File: config.mk
export PLATFORM = sky130hd
export DESIGN_NAME = tom_spawn_scheduler
export DESIGN_NICKNAME = d
export VERILOG_FILES = /design/src/rtl/tom_spawn_scheduler.sv
export SDC_FILE = /design/constraint.sdc
export NUM_CORES = 1
export LEC_CHECK = 0
export ABC_AREA = 1
export BUFFER_PORTS_ARGS = -buffer_cell sky130_fd_sc_hd__buf_2
export CORE_AREA = 8 8 129 131
export CTS_BUF_LIST = sky130_fd_sc_hd__clkbuf_4
export DETAILED_ROUTE_END_ITERATION = 6
export DIE_AREA = 0 0 137 139
export MAX_ROUTING_LAYER = met4
export PLACE_DENSITY = 0.82
export SLEW_MARGIN = 25
export SYNTH_ARGS = -nofsm -noshare
export SYNTH_HDL_FRONTEND = slang
export SYNTH_SLANG_ARGS = --single-unit
export TNS_END_PERCENT = 30
File: constraint.sdc
create_clock -name CLK -period 2.5 [get_ports CLK]
set_input_delay 0.25 -clock CLK [delete_from_list [all_inputs] [get_ports CLK]]
set_output_delay 0.25 -clock CLK [all_outputs]
set_load 0.02 [all_outputs]
File: src/rtl/tom_spawn_scheduler.sv
// Enemy-cat spawn scheduler: frame-tick driven spawn/retire of NUM_TOMS slots
// plus Jerry's lives / invincibility state machine.

module tom_slot #(
    parameter int LIFETIME = 600
) (
    input  logic       CLK,
    input  logic       RESET_N,
    input  logic       clr,
    input  logic       adv,
    input  logic       load,
    input  logic [9:0] lfsr,
    output logic       spawned,
    output logic [9:0] x_start,
    output logic [9:0] y_start,
    output logic [9:0] x_step,
    output logic [9:0] y_step
);
    localparam int LW = $clog2(LIFETIME);

    logic [LW-1:0] age;
    logic [9:0]    mag;

    assign mag = 10'd1 + {8'd0, lfsr[1:0]};

    always_ff @(posedge CLK or negedge RESET_N) begin
        if (!RESET_N) begin
            spawned <= 1'b0;
            age     <= '0;
            x_start <= '0;
            y_start <= '0;
            x_step  <= '0;
            y_step  <= '0;
        end else if (clr) begin
            spawned <= 1'b0;
            age     <= '0;
        end else if (load) begin
            spawned <= 1'b1;
            age     <= '0;
            x_start <= 10'd64 + {1'b0, lfsr[8:0]};
            y_start <= 10'd16;
            x_step  <= lfsr[9] ? (~mag + 10'd1) : mag;
            y_step  <= 10'd1 + {8'd0, lfsr[3:2]};
        end else if (adv && spawned) begin
            // Retiring here keeps the slot busy for this tick's spawn attempt,
            // so the instance always sees at least one despawned frame.
            if (age == LW'(LIFETIME - 1)) begin
                spawned <= 1'b0;
                age     <= '0;
            end else begin
                age <= age + LW'(1);
            end
        end
    end
endmodule

module tom_spawn_scheduler #(
    parameter int         NUM_TOMS       = 4,
    parameter int         SPAWN_INTERVAL = 120,
    parameter int         LIFETIME       = 600,
    parameter int         INVINC_FRAMES  = 90,
    parameter int         START_LIVES    = 3,
    parameter logic [9:0] LFSR_SEED      = 10'h2A5
) (
    input  logic                  CLK,
    input  logic                  RESET_N,
    input  logic                  frame_clk,
    input  logic                  start,
    input  logic                  Pause,
    input  logic [NUM_TOMS-1:0]   KilledJerry,
    output logic [NUM_TOMS-1:0]   spawned,
    output logic [10*NUM_TOMS-1:0] X_Start,
    output logic [10*NUM_TOMS-1:0] Y_Start,
    output logic [10*NUM_TOMS-1:0] X_Step,
    output logic [10*NUM_TOMS-1:0] Y_Step,
    output logic                  Invincible,
    output logic [2:0]            lives,
    output logic                  game_over,
    output logic [1:0]            state
);
    localparam int TW = $clog2(SPAWN_INTERVAL);
    localparam int IW = $clog2(INVINC_FRAMES + 1);

    typedef enum logic [1:0] {IDLE = 2'd0, RUN = 2'd1, HIT = 2'd2, OVER = 2'd3} st_t;

    st_t                 st;
    logic [2:0]          fsync;
    logic                tick;
    logic [9:0]          lfsr;
    logic [TW-1:0]       spawn_tmr;
    logic [IW-1:0]       inv_cnt;
    logic                active, ftick, adv, hit, to_over, restart, attempt, slot_clr, found;
    logic [NUM_TOMS-1:0] load_vec;

    assign state = st;

    // Two flops of synchronisation, a third for edge detect, then a registered pulse.
    always_ff @(posedge CLK or negedge RESET_N) begin
        if (!RESET_N) begin
            fsync <= '0;
            tick  <= 1'b0;
            lfsr  <= LFSR_SEED;
        end else begin
            fsync <= {fsync[1:0], frame_clk};
            tick  <= fsync[1] & ~fsync[2];
            lfsr  <= {lfsr[8:0], lfsr[9] ^ lfsr[6]};
        end
    end

    assign active   = (st == RUN) || (st == HIT);
    assign ftick    = tick & ~Pause;
    assign adv      = ftick & active;
    assign hit      = (st == RUN) & ~Pause & (|KilledJerry);
    assign to_over  = hit & (lives == 3'd1);
    assign restart  = start & ((st == IDLE) || (st == OVER));
    assign attempt  = adv & (spawn_tmr == TW'(SPAWN_INTERVAL - 1));
    assign slot_clr = (st == OVER) | to_over | restart;

    always_comb begin
        load_vec = '0;
        found    = 1'b0;
        for (int i = 0; i < NUM_TOMS; i++) begin
            if (attempt && !spawned[i] && !found) begin
                load_vec[i] = 1'b1;
                found       = 1'b1;
            end
        end
    end

    for (genvar g = 0; g < NUM_TOMS; g++) begin : g_slot
        tom_slot #(.LIFETIME(LIFETIME)) u_slot (
            .CLK     (CLK),
            .RESET_N (RESET_N),
            .clr     (slot_clr),
            .adv     (adv),
            .load    (load_vec[g]),
            .lfsr    (lfsr),
            .spawned (spawned[g]),
            .x_start (X_Start[10*g +: 10]),
            .y_start (Y_Start[10*g +: 10]),
            .x_step  (X_Step[10*g +: 10]),
            .y_step  (Y_Step[10*g +: 10])
        );
    end

    always_ff @(posedge CLK or negedge RESET_N) begin
        if (!RESET_N) begin
            st         <= IDLE;
            lives      <= '0;
            spawn_tmr  <= '0;
            inv_cnt    <= '0;
            Invincible <= 1'b0;
            game_over  <= 1'b0;
        end else begin
            case (st)
                IDLE, OVER: begin
                    if (start) begin
                        st         <= RUN;
                        lives      <= 3'(START_LIVES);
                        spawn_tmr  <= '0;
                        inv_cnt    <= '0;
                        Invincible <= 1'b0;
                        game_over  <= 1'b0;
                    end
                end
                default: begin
                    if (adv)
                        spawn_tmr <= attempt ? '0 : spawn_tmr + TW'(1);
                    if (hit) begin
                        lives <= lives - 3'd1;
                        if (lives == 3'd1) begin
                            st        <= OVER;
                            game_over <= 1'b1;
                        end else begin
                            st         <= HIT;
                            Invincible <= 1'b1;
                            inv_cnt    <= '0;
                        end
                    end else if (st == HIT && ftick) begin
                        if (inv_cnt == IW'(INVINC_FRAMES - 1)) begin
                            st         <= RUN;
                            Invincible <= 1'b0;
                        end else begin
                            inv_cnt <= inv_cnt + IW'(1);
                        end
                    end
                end
            endcase
        end
    end
endmodule

# == Word level (Yosys, flattened, before mapping) ==
# Cells that the tools add are included.
# W data, S select, Z words.
# word_totals
register_bits,203
in_bits,9
# classes
n_reduce_logical,51
n_bitwise,15
add_sub_neg,11
muxes,66
eq_ne,13
# ops
op,n
$mux W10,17
$mux W7,9
$add A10 B1 Y10 const B,5
$eq A10 B10 Y1 const B,4
$mux W1,32
$reduce_bool A3 Y1,10
$reduce_and A2 Y1,10
$add A7 B1 Y7 const B,2
$eq A7 B7 Y1 const B,2
$logic_and A1 B1 Y1,12
$add A7 B9 Y10 const A,1
$mux W2,5
$not A10 Y10,1
$mux W3,3
$and A1 B1 Y1,8
$reduce_and A4 Y1,2
$logic_not A1 Y1,7
$add A1 B2 Y3 const A,2
$ne A3 B2 Y1 const B,2
$reduce_and A3 Y1,2
$reduce_bool A2 Y1,3
$eq A2 B2 Y1 const B,2
$reduce_or A4 Y1,1
$eq A3 B1 Y1 const B,1
9 further kinds,13

# == Depth between registers and ports, before layout ==
# Gate-level depths: netlist of run 1.
# logic_depth
ltp_word,17
depth_mapped,13
depth_no_buf,12

# == By module ==
# From an unflattened synthesis of run 1, not the netlist that was laid out.
# hier_totals
cells_unflattened,920
area_unflattened_um2,8025.2
# modules_own_cells
module,instances,seq_area_each_um2,cells_each,area_each_um2
tom_slot,4,750.7,182,1571.5
tom_spawn_scheduler,1,882.1,192,1739.2

# == Least setup slack after synthesis of run 1 ==
# No wires, ideal clock.
# synth_timing
kind,reg-to-reg
start,"reg st[0], in the netlist state[0]"
end,reg g_slot[1].u_slot.x_start[9]
t_required_ns,2.379
n_path_buf,1
path_slack_ns,0.449
synth_period_minus_slack_ns,2.051
path_stages_with_launch,14
setup_ns,0.121
arrival_ns,1.929
path_cell_list,dfrtp_1 > inv_1 > ha_1 > inv_2 > nand2_2 > nor2_8 > nand2_4 > nor2_4 > nand2_4 > nor2_4 > inv_4 > buf_6 > nand2_1 > o21ai_2
# synth_via
elab_chain_cells,10
elab_cells_between_ends,22
# synth_lines
item,line_no,text
start: declaration,86,st_t st;
start signal: assignment,148,st <= IDLE;
start signal: assignment,158,st <= RUN;
start signal: assignment,172,st <= OVER;
$eq A2 B1 Y1 or $eq A2 B2 Y1 (tied branches),"110, 113",
$logic_or A1 B1 Y1,110,assign active = (st == RUN) || (st == HIT);
$and A1 B1 Y1,112,assign adv = ftick & active;
$and A1 B1 Y1,116,assign attempt = adv & (spawn_tmr == TW'(SPAWN_INTERVAL - 1));
$logic_and A1 B1 Y1,123,if (attempt && !spawned[i] && !found) begin
$mux W1,123,
$logic_not A1 Y1,123,
$logic_and A1 B1 Y1,123,
$mux W1,123,
$reduce_and A2 Y1 (no source line) (*),--,
end signal: assignment,40,"x_start <= 10'd64 + {1'b0, lfsr[8:0]};"
end: declaration,14,"output logic [9:0] x_start,"
# Every way passes the cells marked *; elsewhere a longest branch is shown, timed or not.
# A chain may end at the register's enable or synchronous reset.

# == Final worst setup path of run 1 ==
# layout_timing
start,"reg st[0], in the netlist state[0]"
end,reg g_slot[1].u_slot.x_step[8]
# layout_via
elab_chain_cells,10
elab_cells_between_ends,22
# layout_lines
item,line_no,text
$eq A2 B1 Y1 or $eq A2 B2 Y1 (tied branches),"110, 113",
$logic_or A1 B1 Y1,110,
$and A1 B1 Y1,112,
$and A1 B1 Y1,116,
$logic_and A1 B1 Y1,123,
$mux W1,123,
$logic_not A1 Y1,123,
$logic_and A1 B1 Y1,123,
$mux W1,123,
$reduce_and A2 Y1 (no source line) (*),--,
end signal: assignment,42,x_step <= lfsr[9] ? (~mag + 10'd1) : mag;
end: declaration,16,"output logic [9:0] x_step,"
# Marked as above.

==> results of run 1 <==
==> layout by cell type, fill, tap and decap left out, drive strengths merged, types with 3 or more instances in the layout <==
| master | instances |
|---|---|
| dfstp | 5 |
| ha | 16 |
| buf | 125 |
| or2 | 5 |
| o21ai | 98 |
| nor3 | 9 |
| o22ai | 5 |
| clkbuf | 17 |
| dfrtp | 150 |
| xnor2 | 3 |
| nor2 | 69 |
| nand3 | 70 |
| conb | 64 |
| nand2 | 239 |
| a21oi | 5 |
| inv | 111 |
| xor2 | 19 |
| clkinv | 9 |
| nand4 | 40 |
==> timing repair <==
item                       in CTS  in global routing
hold buffers                    2                  0
gates resized for setup         0                  0
setup endpoints to repair       0                  0
hold endpoints to repair       73                  0
==> power by group through the flow <==
stage / registers (mW) / clock network, mW / logic, mW
after floorplan: 2.76 / 0 / 0.937
after global placement: 2.72 / 0 / 1.21
after detailed placement: 2.72 / 0 / 1.23
after CTS: 2.67 / 1.48 / 1.24
after global routing: 2.69 / 1.59 / 1.38
final: 2.67 / 1.46 / 1.23
==> state kept, by name, indices dropped and copies added (netlist names), 2 cells and up <==
signal                 count
fsync                      3
g_slot.u_slot.age         40
g_slot.u_slot.spawned      4
g_slot.u_slot.x_start     40
g_slot.u_slot.x_step      20
g_slot.u_slot.y_start      4
g_slot.u_slot.y_step      12
inv_cnt                    7
lfsr                      10
lives                      3
spawn_tmr                  7
state                      2
==> worst max-delay path, stage by stage, from the launching register on <==
cell,delay [ns]
dfrtp_1,0.41
inv_1,0.07
ha_1,0.33
inv_2,0.12
nand2_2,0.10
nor2_8,0.17
nand3_4,0.15
nand2_4,0.21
nor2_4,0.06
inv_4,0.35
nand2_1,0.13
o21ai_2,0.08
==> metal layers <==
| layer | wire length, um | GRT usage | vias to the layer above |
|---|---|---|---|
| met2 | 8630 | 0.305 | 184 |
| met4 | 369 | 0.0635 | 0 |
| li1 | - | - | 3162 |
| met3 | 1070 | 0.0482 | 28 |
| met5 | 0 | - | - |
| met1 | 7630 | 0.243 | 3071 |
==> worst min-delay path by stage <==
stage / from / end / slack (ns)
finish: start / game_over / 0.12
global placement: RESET_N / g_slot[3].u_slot.x_start[7] / 0.32
CTS: start / game_over / 0.09
global route: start / game_over / 0.11
detailed placement: RESET_N / g_slot[3].u_slot.y_start[4] / 0.32
floorplan: RESET_N / Invincible / -0.05
==> per-stage QoR <==
step                      setup WS (ns)  area (sq um)
after global routing            0.00226          8850
final                             0.213          8850
after global placement            0.345          8560
after CTS                         0.215          8850
after floorplan                   0.449          8420
after detailed placement          0.258          8560
==> kinds of logic (layout without fill, tap and decap cells) <==
group / after synthesis / in the layout / synth area share
xor+xnor: 22 / 22 / 0.0235
fa+ha+maj: 16 / 16 / 0.0245
buf+inv: 219 / 267 / 0.150
other cells: 1 / 64 / 0.000458
compound gates: 114 / 114 / 0.0818
flops: 155 / 155 / 0.475
simple gates: 436 / 436 / 0.245
==> cell type report <==
class,count,area (sq um)
clock buffers,17,128
fillers,1274,5910
flip-flops and latches,155,3880
repair buffers,127,739
well taps,188,235
multi-input cells,652,3310
inverters,108,410
clock inverters,15,140
==> qor.txt, run 1 <==
Final nets -> 1,086
initial antenna violation count -> 0
leakage -> 4.81 nW
Sw Pwr -> 1.98 mW
top cells by area, synth -> dfrtp_1 46%, nand2_1 11%, buf_4 8.3%, inv_1 4.6%, nand3_1 3.9%
Syn Std Cell Area -> 8190 sq um
Tot Pwr -> 5.36 mW
Port Buffers -> 115
Clock Sinks -> 155
final core occ -> 0.600
reg2reg path depth -> 11
switching portion of total power -> 0.370
routed vias -> 6,445
largest net degree at the start of global routing -> 76
CP Class -> register to register
grt total ovfl -> 0
WL final -> 17.7 mm
Routed Antenna Nets -> 0
setup TNS -> 0 ns
DP HPWL -> 13.1 mm
crit path launch type -> register
Peak Freq -> 437 MHz
register area share after synthesis -> 0.475
critical path fanouts, max -> 36
Comb power frac -> 0.230
routed vias/inst -> 5.11
Synth top cells by count -> 232 x nand2_1, 150 x dfrtp_1, 100 x inv_1
die extent in y -> 139 um
Critical Path Sink Type -> register
Main synth FF type -> dfrtp_1
unrepaired setup endpoints after global routing -> false
clk slew on worst S/H paths -> 0.14 ns
Worst EP required -> 2.98 ns
first-pass GRT wire length -> 29.7 mm
Synth Register Bits -> 155
WL/cell -> 14.0 um
CTS tree -> done
Power Dens Cells -> 606 nW/um^2
clk buf depth -> 2
first-pass iteration count of the detailed router -> 7
Max Slew Vio Count -> 0
GRT Util Overall -> 0.195
Die Area -> 19,000 sq um
Seq pwr share -> 0.498
Mapped Cells -> 963
Horiz. Die Dim -> 137 um
flop2flop setup slack -> 0.21 ns
relative slew slack -> 0.546
share of the synthesized area in the top cell type -> 0.459
reg-to-reg startpoint -> state[0]
Final Cycle Share -> 0.915
vias in the first global route -> 6,229
final hold violation count -> 0
Worst VDD drop -> 0.352 mV
outcome -> finished, final reports clean
Hold Path Stages -> 4
CP Capture Point -> g_slot[1].u_slot.x_step[8]
DRC errors left -> 0
CTS buffer count -> 17
Clock Skew -> 0.0264 ns
Setup Fix Bufs, Post-CTS -> 0
H-tree depth -> 4
Placeable Area -> 14,800 sq um
Mean Syn Cell Area -> 8.50 sq um
Max Cap Viol -> 0
row count -> 45
Ports -> 180
placed cell count -> 1,228
Root Driver -> clkbuf_4
Area Overhead vs Synth -> 8.07%
Final GP Congestion -> 0.914
Hold/Removal Path Class -> input port to register
count leader, synth -> nand2_1
Slew @ Worst Pin -> 0.680 ns
Int Power -> 3.38 mW
Critical Path AT -> 2.76 ns
Post-synth EDFFs -> 0
leading area contributor after synthesis -> dfrtp_1
Unique masters post-synth -> 41
critical path startpoint -> state[0]
ratio of cells with drive above 1 in the final layout -> 0.200
RR Endpoint -> g_slot[1].u_slot.x_step[8]
fin cells -> 1,262
asr flop ratio synth -> 1.00
First DRT Iteration DRCs -> 353
minimum clock period -> 2.29 ns
hold slack final -> 0.124 ns
warning count from the yosys run -> 0
Ant. Diodes -> 0
Clk pwr share -> 0.272
Setup-failing EPs final -> 0
Clk Latency, worst-skew pair -> 0.55 ns
Initial Util -> 0.555
Note: power is estimated with default switching activity, not from simulation.
==> inputs of run 2 (changes only) <==
--- a/config.mk
+++ b/config.mk
@@ -7,10 +7,10 @@
 export LEC_CHECK = 0
-export ABC_AREA = 1
 export BUFFER_PORTS_ARGS = -buffer_cell sky130_fd_sc_hd__buf_2
-export CORE_AREA = 8 8 129 131
+export CORE_AREA = 8 8 127 129
 export CTS_BUF_LIST = sky130_fd_sc_hd__clkbuf_4
 export DETAILED_ROUTE_END_ITERATION = 6
-export DIE_AREA = 0 0 137 139
+export DIE_AREA = 0 0 135 137
 export MAX_ROUTING_LAYER = met4
-export PLACE_DENSITY = 0.82
+export PLACE_DENSITY = 0.81
+export SETUP_SLACK_MARGIN = 0.2
 export SLEW_MARGIN = 25
--- a/constraint.sdc
+++ b/constraint.sdc
@@ -3,2 +3,2 @@
 set_output_delay 0.25 -clock CLK [all_outputs]
-set_load 0.02 [all_outputs]
+set_load 0.01 [all_outputs]
==> qor.txt, run 2 <==
outcome -> finished, final reports clean
Largest regs -> g_slot.u_slot.age: 40 flops, g_slot.u_slot.x_start: 40 flops, g_slot.u_slot.x_step: 20 flops
count leader, synth -> dfrtp_1
largest net degree at the start of global routing -> 61
Die Area -> 18,500 sq um
WL final -> 17.9 mm
commonest non-fill, non-tap cells in the layout -> 149 x dfrtp_1, 114 x buf_2, 83 x nand2_1
reg-to-reg startpoint -> state[0]
reg2reg path depth -> 6
Routed Antenna Nets -> 0
placed cell areas -> 8220 sq um
Max Cap Viol -> 0
GRT Util Overall -> 0.195
asr flop ratio synth -> 1.00
crit path launch type -> register
Critical Path Slowest Stage Cell -> or4_4
clk slew on worst S/H paths -> 0.16 ns
Unique masters post-synth -> 66
CP Capture Point -> g_slot[1].u_slot.x_step[8]
hold slack final -> 0.178 ns
final hold violation count -> 0
Clk Latency, worst-skew pair -> 0.59 ns
Final GP Congestion -> 0.841
unrepaired setup endpoints after global routing -> true
Clock Sinks -> 155
leading area contributor after synthesis -> dfrtp_1
Buf/Inv on CP -> 2
most common cell after layout, fill and taps aside -> dfrtp_1
Root Driver -> clkbuf_4
Power Dens Cells -> 630 nW/um^2
Mapped Cells -> 742
Critical Path AT -> 2.82 ns
clk buf depth -> 2
Ports -> 180
first-pass GRT wire length -> 28.2 mm
Horiz. Die Dim -> 135 um
row count -> 44
Setup-failing EPs final -> 0
Syn Std Cell Area -> 7720 sq um
initial antenna violation count -> 0
Worst EP required -> 2.98 ns
area of the multi-input gates -> 3310 sq um
minimum clock period -> 2.34 ns
CTS buffer count -> 17
DP HPWL -> 12.3 mm
CP Class -> register to register
Synth top cells by count -> 150 x dfrtp_1, 89 x buf_4, 84 x nand2_1
flop2flop setup slack -> 0.16 ns
CP Depth -> 6
Placeable Area -> 14,200 sq um
Peak Freq -> 427 MHz
Main synth FF type -> dfrtp_1
Post-synth EDFFs -> 0
top cells by area, synth -> dfrtp_1 49%, buf_4 8.7%, mux2_4 4.7%, o21ai_0 4.1%, nand2_1 4.1%
setup TNS -> 0 ns
Tot Pwr -> 5.55 mW
RR Endpoint -> g_slot[1].u_slot.x_step[8]
Area Overhead vs Synth -> 14.1%
vias in the first global route -> 5,535
Hold/Removal Path Class -> input port to asynchronous set/reset pin
placed cell count -> 1,012
routed vias/inst -> 5.45
first-pass iteration count of the detailed router -> 5
register area -> 3890 sq um
FILL cells -> 1,134
grt total ovfl -> 0
First DRT Iteration DRCs -> 359
Synth Register Bits -> 155
final core occ -> 0.620
final setup margin -> 0.159 ns
critical path fanouts, max -> 6
die extent in y -> 137 um
DRC errors left -> 0
Critical Path Sink Type -> register
Final Instance Area -> 8810 sq um
CP max stage delay -> 0.58 ns
leakage -> 4.46 nW
ratio of cells with drive above 1 in the final layout -> 0.293
Final Cycle Share -> 0.937
Worst VDD drop -> 0.505 mV
H-tree depth -> 4
CTS tree -> done
Initial Util -> 0.544
Clock Skew -> 0.0217 ns
CP cell instances -> inv_2, ha_4, or3b_4, or4_4, buf_12, mux2_4
Mean Syn Cell Area -> 10.4 sq um
top cell family by delay on the critical path -> simple AND/OR/NAND/NOR gates
Slew @ Worst Pin -> 0.564 ns
Place WS -> 0.0186 ns
register area share after synthesis -> 0.503
WL/cell -> 16.8 um
Max Slew Vio Count -> 0
Final nets -> 893
fin cells -> 1,065
Ant. Diodes -> 0
critical path startpoint -> state[0]
Port Buffers -> 115
warning count from the yosys run -> 0
share of the synthesized area in the top cell type -> 0.486
routed vias -> 5,803
relative slew slack -> 0.620
-- run 2: cell types whose count changed after synthesis, moves of 18 or more --
cell | before | now
mux2_4 | 0 | 24
nor2_1 | 59 | 26
inv_1 | 100 | 17
o21ai_2 | 18 | 0
nand4_1 | 40 | 4
nand3_1 | 64 | 27
o21ai_1 | 54 | 18
nand2_1 | 232 | 84
a21oi_1 | 5 | 32
o21ai_0 | 26 | 64
-- run 2: worst min-delay path by stage --
stage,endpoint,slack (ns),depth (start not counted)
2_1_floorplan,Invincible,-0.05,0
3_3_place_gp,g_slot[3].u_slot.y_start[4],0.26,1
3_5_place_dp,g_slot[3].u_slot.y_start[4],0.26,1
4_1_cts,g_slot[3].u_slot.y_start[4],0.17,2
5_1_grt,g_slot[3].u_slot.x_start[4],0.20,2
6_report,g_slot[3].u_slot.y_start[4],0.18,2
-- run 2: cell type report --
cell class	count	area share
clock inverters	15	0.0149
clock buffers	17	0.0145
well taps	184	0.0261
multi-input cells	518	0.376
flip-flops and latches	155	0.441
repair buffers	158	0.120
inverters	18	0.00767
-- run 2: power by group --
group	leakage (nW)	switching [mW]	total, mW	internal [mW]
clock	0.141	1.01	1.44	0.433
sequential	2.12	0.0718	2.64	2.57
combinational	2.20	0.880	1.47	0.587
total	4.46	1.96	5.55	3.59
-- run 2: what timing repair did --
action	CTS	global route
endpoints found under the hold margin	59	0
setup endpoints to repair	57	76
hold buffers	3	0
resized for setup	5	15
pin swaps	4	6
cloned	2	2
setup buffers	5	9
-- run 2: worst register-to-register path: stages, from the launching register on --
cell     delay (ns)
dfrtp_1        0.44
inv_2          0.09
ha_4           0.22
or3b_4         0.45
or4_4          0.58
buf_12         0.18
mux2_4         0.29
-- run 2: kinds of logic after synthesis --
kind of cell	after synthesis	share of synthesized area
AND/OR/NAND/NOR	239	0.166
AO/OA/AOI/OAI	157	0.122
flip-flops	155	0.503
buffers and inverters	134	0.115
multiplexers	34	0.0611
adder cells (fa/ha/maj)	16	0.0259
XOR/XNOR	6	0.00681
other	1	0.000486
-- run 2: routing by layer --
metal  vias to the layer above  part of all wire  global-route usage
met5                         -                 0                   -
met4                         0             0.016              0.0666
met3                        27             0.080              0.0507
met2                       208              0.48               0.312
met1                      2832              0.43               0.236
li1                       2736                 -                   -
